$ cat config.mk
export PLATFORM = sky130hd
export DESIGN_NAME = seq_detector_1011_flat
export DESIGN_NICKNAME = d
export VERILOG_FILES = /design/src/rtl/seq_det_pkg.sv /design/src/rtl/seq_detector_1011_if.sv /design/src/rtl/sat_counter.sv /design/src/rtl/seq_detector_1011.sv /design/src/flat_wrapper.sv
export SDC_FILE = /design/constraint.sdc
export NUM_CORES = 1
export LEC_CHECK = 0
export BUFFER_PORTS_ARGS = -buffer_cell sky130_fd_sc_hd__buf_4
export CORE_AREA = 5 5 42 44
export DETAILED_ROUTE_END_ITERATION = 12
export DIE_AREA = 0 0 47 49
export HOLD_SLACK_MARGIN = 0.02
export PLACE_DENSITY = 0.8
export SETUP_SLACK_MARGIN = 0.2
export SLEW_MARGIN = 30
export SYNTH_ARGS = -nofsm -noshare
export SYNTH_HDL_FRONTEND = slang
export SYNTH_SLANG_ARGS = --single-unit
$ cat constraint.sdc
create_clock -name clk -period 2.3 [get_ports clk]
set_input_delay 0.46 -clock clk [delete_from_list [all_inputs] [get_ports clk]]
set_output_delay 0.46 -clock clk [all_outputs]
set_load 0.005 [all_outputs]
$ cat src/rtl/seq_det_pkg.sv
// Shared types and constants for the 1011 serial pattern detector.
package seq_det_pkg;

  localparam int STATE_W = 3;
  localparam logic [3:0] PATTERN = 4'b1011;

  // Each state records how many leading bits of the pattern have been seen.
  typedef enum logic [STATE_W-1:0] {
    S0    = 3'd0,
    S1    = 3'd1,
    S10   = 3'd2,
    S101  = 3'd3,
    S1011 = 3'd4
  } state_t;

endpackage

$ cat src/rtl/seq_detector_1011_if.sv
// Bit-stream and result bundle between the bit source and the 1011 detector.
interface seq_detector_1011_if
  import seq_det_pkg::*;
#(
  parameter int CNT_W = 8
);

  logic               en;
  logic               din;
  logic               clr;
  logic               detect;
  logic               detect_b;
  logic [CNT_W-1:0]   match_cnt;
  logic [STATE_W-1:0] state_o;

  modport master (
    output en, din, clr,
    input  detect, detect_b, match_cnt, state_o
  );

  modport slave (
    input  en, din, clr,
    output detect, detect_b, match_cnt, state_o
  );

endinterface

$ cat src/rtl/sat_counter.sv
// Saturating up-counter with a synchronous clear that takes priority over increment.
module sat_counter #(
  parameter int CNT_W = 8
) (
  input  logic             clk,
  input  logic             rst_n,
  input  logic             clr,
  input  logic             inc,
  output logic [CNT_W-1:0] cnt
);

  localparam logic [CNT_W-1:0] CNT_MAX = {CNT_W{1'b1}};

  // NOTE: state registers use non-blocking assignments so every flop samples pre-edge values.
  always_ff @(posedge clk) begin
    if (!rst_n) begin
      cnt <= '0;
    end else if (clr) begin
      cnt <= '0;
    end else if (inc && (cnt != CNT_MAX)) begin
      cnt <= cnt + 1'b1;
    end
  end

endmodule

$ cat src/rtl/seq_detector_1011.sv
// Moore detector for the serial pattern 1011 (MSB first) with a saturating match counter.
module seq_detector_1011
  import seq_det_pkg::*;
#(
  parameter int CNT_W   = 8,
  parameter bit OVERLAP = 1'b1
) (
  input  logic                     clk,
  input  logic                     rst_n,
  seq_detector_1011_if.slave       bus
);

  state_t state;
  state_t state_nxt;
  logic   match_inc;

  always_ff @(posedge clk) begin
    if (!rst_n) begin
      state <= S0;
    end else begin
      state <= state_nxt;
    end
  end

  // NOTE: assigning the default first keeps every path covered, so no latch is inferred.
  always_comb begin
    state_nxt = state;
    case (state)
      S0:    if (bus.en) state_nxt = bus.din ? S1    : S0;
      S1:    if (bus.en) state_nxt = bus.din ? S1    : S10;
      S10:   if (bus.en) state_nxt = bus.din ? S101  : S0;
      S101:  if (bus.en) state_nxt = bus.din ? S1011 : S10;
      // Without overlap a trailing 0 cannot reuse the "10" tail of the match.
      S1011: if (bus.en) state_nxt = bus.din ? S1 : (OVERLAP ? S10 : S0);
      default: state_nxt = S0;
    endcase
  end

  assign match_inc = bus.en && (state_nxt == S1011);

  sat_counter #(
    .CNT_W (CNT_W)
  ) u_match_cnt (
    .clk   (clk),
    .rst_n (rst_n),
    .clr   (bus.clr),
    .inc   (match_inc),
    .cnt   (bus.match_cnt)
  );

  assign bus.detect   = (state == S1011);
  assign bus.detect_b = ~bus.detect;
  assign bus.state_o  = state;

endmodule

$ cat src/flat_wrapper.sv
// flat-port wrapper written by rule: the top's interface ports become plain ports
module seq_detector_1011_flat import seq_det_pkg::*;
#(
  parameter int CNT_W   = 8,
  parameter bit OVERLAP = 1'b1
)
  (clk, rst_n, bus_en, bus_din, bus_clr, bus_detect, bus_detect_b, bus_match_cnt, bus_state_o);
  seq_detector_1011_if #(.CNT_W(CNT_W)) bus_i ();
  input  logic clk;
  input  logic rst_n;
  input wire logic [$bits(bus_i.en)-1:0] bus_en;
  input wire logic [$bits(bus_i.din)-1:0] bus_din;
  input wire logic [$bits(bus_i.clr)-1:0] bus_clr;
  output wire logic [$bits(bus_i.detect)-1:0] bus_detect;
  output wire logic [$bits(bus_i.detect_b)-1:0] bus_detect_b;
  output wire logic [$bits(bus_i.match_cnt)-1:0] bus_match_cnt;
  output wire logic [$bits(bus_i.state_o)-1:0] bus_state_o;
  assign bus_i.en = bus_en;
  assign bus_i.din = bus_din;
  assign bus_i.clr = bus_clr;
  assign bus_detect = bus_i.detect;
  assign bus_detect_b = bus_i.detect_b;
  assign bus_match_cnt = bus_i.match_cnt;
  assign bus_state_o = bus_i.state_o;
  seq_detector_1011 #(.CNT_W(CNT_W), .OVERLAP(OVERLAP)) u_core (.clk(clk), .rst_n(rst_n), .bus(bus_i));
endmodule
==> results.ini <==
[detailed_routing]
dr.pass1.iters=4
via_per_inst=5.821
ant_nets=0
detail_route.wl_per_cell_um=14.04
wirelength_mm=1.572
drcViolationCount=0
num_vias=652
drt_iter0_drc=17

[critical_path]
cp.buffers_inverters=2
path_class=register to output pin
worst_setup_path_end_kind=output pin
cp.arrival_ns=1.20
worstPathRequired_ns=1.84
r2r-start=u_core.u_match_cnt.cnt[0]
crit_start=u_core.bus.state_o[0]
critPathLaunchType=register
cp_top_family=flip-flops
cp_slowest_cell=dfxtp_1
crit_path_max_incr_delay_ns=0.52
crit_fanout=11
cp_cell_sequence=nor2_1, nand2_1, inv_1, buf_4

[synth]
ys_types=34
netlist_top_cells_area=dfxtp_1 35%, nand2_1 5.3%, a21oi_1 3.9%, nand4_1 3.9%, nor2_1 3.5%
synth_area_per_cell_sq_um=8.181
syn_nets=84
async_flop_share_pct=0
synth_edf_count=0
synth_top_area_share_pct=34.51
netlist_area_sq_um=638.1
ys_seq_area_share_pct=34.51
yosysMostFrequentCell=dfxtp_1
ys.warnings.count=0
ys_seq_elements=11
synth_common_cells=11 x dfxtp_1, 9 x nand2_1, 6 x nor2_1
synthFlopType=dfxtp_1
yosysTopAreaCell=dfxtp_1
synthCells=78

[power_and_ir_drop]
clockPowerShare_pct=36.7
leakagePower_nw=0.3083
p_int_uw=276.6
ir_drop_mv=0.2806
combinationalPowerShare_pct=8.7
pwr-share-seq_pct=54.7
power_density_nw_per_um2=459.7
p_sw_share_pct=24.28
switchingPower_uw=88.67

[final_layout]
syn2layout_area_growth_pct=24.51
num_antenna_cells=0
drive_gt1_share_pct=22.92
nNetsFinal=103
ff_latch_area_sq_um=220.2
fillers=129
multi_input_area_sq_um=392.9

[floorplan]
core_sq_um=1401
start_util_pct=45.54
die_x_um=47
die_area_sq_um=2303
rows=14
ios=18
die_y_um=49

[sta]
worst_pin_slew_ns=0.3530
maxSlewHeadroom_pct=76.29
hold_viol=0
setup_violations=0
fmax_mhz=600.8
setup_tns_ns=0
fin_crit_sh_pct=72.37
finalCriticalPeriod_ns=1.665
finalMaxSlewViolations=0
fin_skew_ns=0.006040
rsz0062_at_grt=false
worst_slack_ns=0.6354

[placement]
gp_congestion=0.8901
portBuffers=17
pre_cts_ws_ns=0.7622
hpwl_mm=1.173

[clocking]
cts_buffer_depth=2
cts_tree=built
cts_hold_buf=0
cts_max_level=1
cts_setup_buffers=0
numCtsBuffers=3
clkLatencyLatePin_ns=0.27
clock-sinks=11
cts_resized=0
root_buffer=clkbuf_4
path_clk_slew_ns=0.07

[run_status]
status=complete, no violations

[grt]
grt_pass1_wl_mm=2.518
grt_max_degree=12
antenna_found_initial=0
grt_pass1_vias=579
overflow=0
grt_usage_pct=14.87

[worst_hold_path]
min_path_type=input pin to register
hold_start=rst_n

[run]
drv_cap=0

-- placed cells by master (no fill, tap or decap) --
| cell | synthesis | routed |
|---|---|---|
| buf_4 | 1 | 17 |
| dfxtp_1 | 11 | 11 |
| nand2_1 | 9 | 9 |
| nor2_1 | 6 | 6 |
| a21oi_1 | 5 | 5 |
| nand4_1 | 4 | 4 |
| nor3_1 | 3 | 3 |
| o21ai_0 | 3 | 3 |
| nor2b_1 | 3 | 3 |
| a31oi_1 | 3 | 3 |
| clkbuf_4 | 0 | 3 |
| inv_1 | 2 | 2 |
| and4b_1 | 2 | 2 |
| nand3_1 | 2 | 2 |
| nand2b_1 | 2 | 2 |
| o21a_1 | 2 | 2 |
| and2_1 | 2 | 2 |
| or3_1 | 1 | 1 |
| nand4bb_1 | 1 | 1 |
| o22ai_1 | 1 | 1 |
| or2b_1 | 1 | 1 |
| a311oi_1 | 1 | 1 |
| and3_1 | 1 | 1 |
| nor4_1 | 1 | 1 |
| xnor2_1 | 1 | 1 |
| nand4b_2 | 1 | 1 |
| nor2_4 | 1 | 1 |
| a41o_1 | 1 | 1 |
| or4b_1 | 1 | 1 |
| mux2i_1 | 1 | 1 |
| o2111a_1 | 1 | 1 |
| nand3b_1 | 1 | 1 |
| ha_1 | 1 | 1 |
| clkbuf_1 | 0 | 1 |
-- sequential cells by signal (all words and copies together) (netlist names) --
name,cells
u_core.u_match_cnt.cnt,8
u_core.bus.state_o,3
-- area by class of cell --
type	count	share of cell area, %
Clock buffer	4	3.307
Inverter	2	0.9449
Multi-Input combinational cell	62	49.45
Sequential cell	11	27.72
Tap cell	16	2.520
Timing Repair Buffer	17	16.06
-- per-stage QoR --
stage	utilization (%)	instances	hold WS [ns]	power, mW	instance area, sq um
floorplan	-	78	0.4991	0.2218	638.1
global placement	54.82	108	0.5011	0.2345	768.2
detailed placement	54.82	108	0.5252	0.2360	768.2
CTS	56.70	112	0.4274	0.3701	794.5
global route	56.70	112	0.4277	0.3857	794.5
finish	56.70	112	0.4289	0.3652	794.5
-- cell families after synthesis --
family	count (synthesis)	synth area share, %
mux	1	1.569
xor+xnor	1	1.373
simple gates	42	39.41
compound gates	17	17.25
fa+ha+maj	1	1.960
buf+inv	5	3.921
flops	11	34.51
-- path summary, 6_finish.rpt --
path | endpoint | slack [ns] | depth (start not counted)
worst max-delay path | bus_detect | 0.64 | 4
worst min-delay path | u_core.bus.state_o[0] | 0.43 | 2
worst max register to register | u_core.u_match_cnt.cnt[6] | 0.78 | 5
worst min register to register | u_core.u_match_cnt.cnt[0] | 0.54 | 2
-- power by group through the flow --
stage	clock, mW	combinational [mW]	sequential, mW
finish	0.134	0.0317	0.200
global route	0.150	0.0353	0.201
CTS	0.139	0.0321	0.199
detailed placement	0	0.0321	0.204
global placement	0	0.0306	0.204
floorplan	0	0.0219	0.200
-- layer usage --
metal	up-vias	part of all wire [%]	track usage, %
met3	4	9.5	5.535
met4	0	1.7	5.991
li1	323	-	-
met2	33	51	22.40
met5	-	0	0
met1	292	38	18.57
Power figures use the tool's default switching activity.
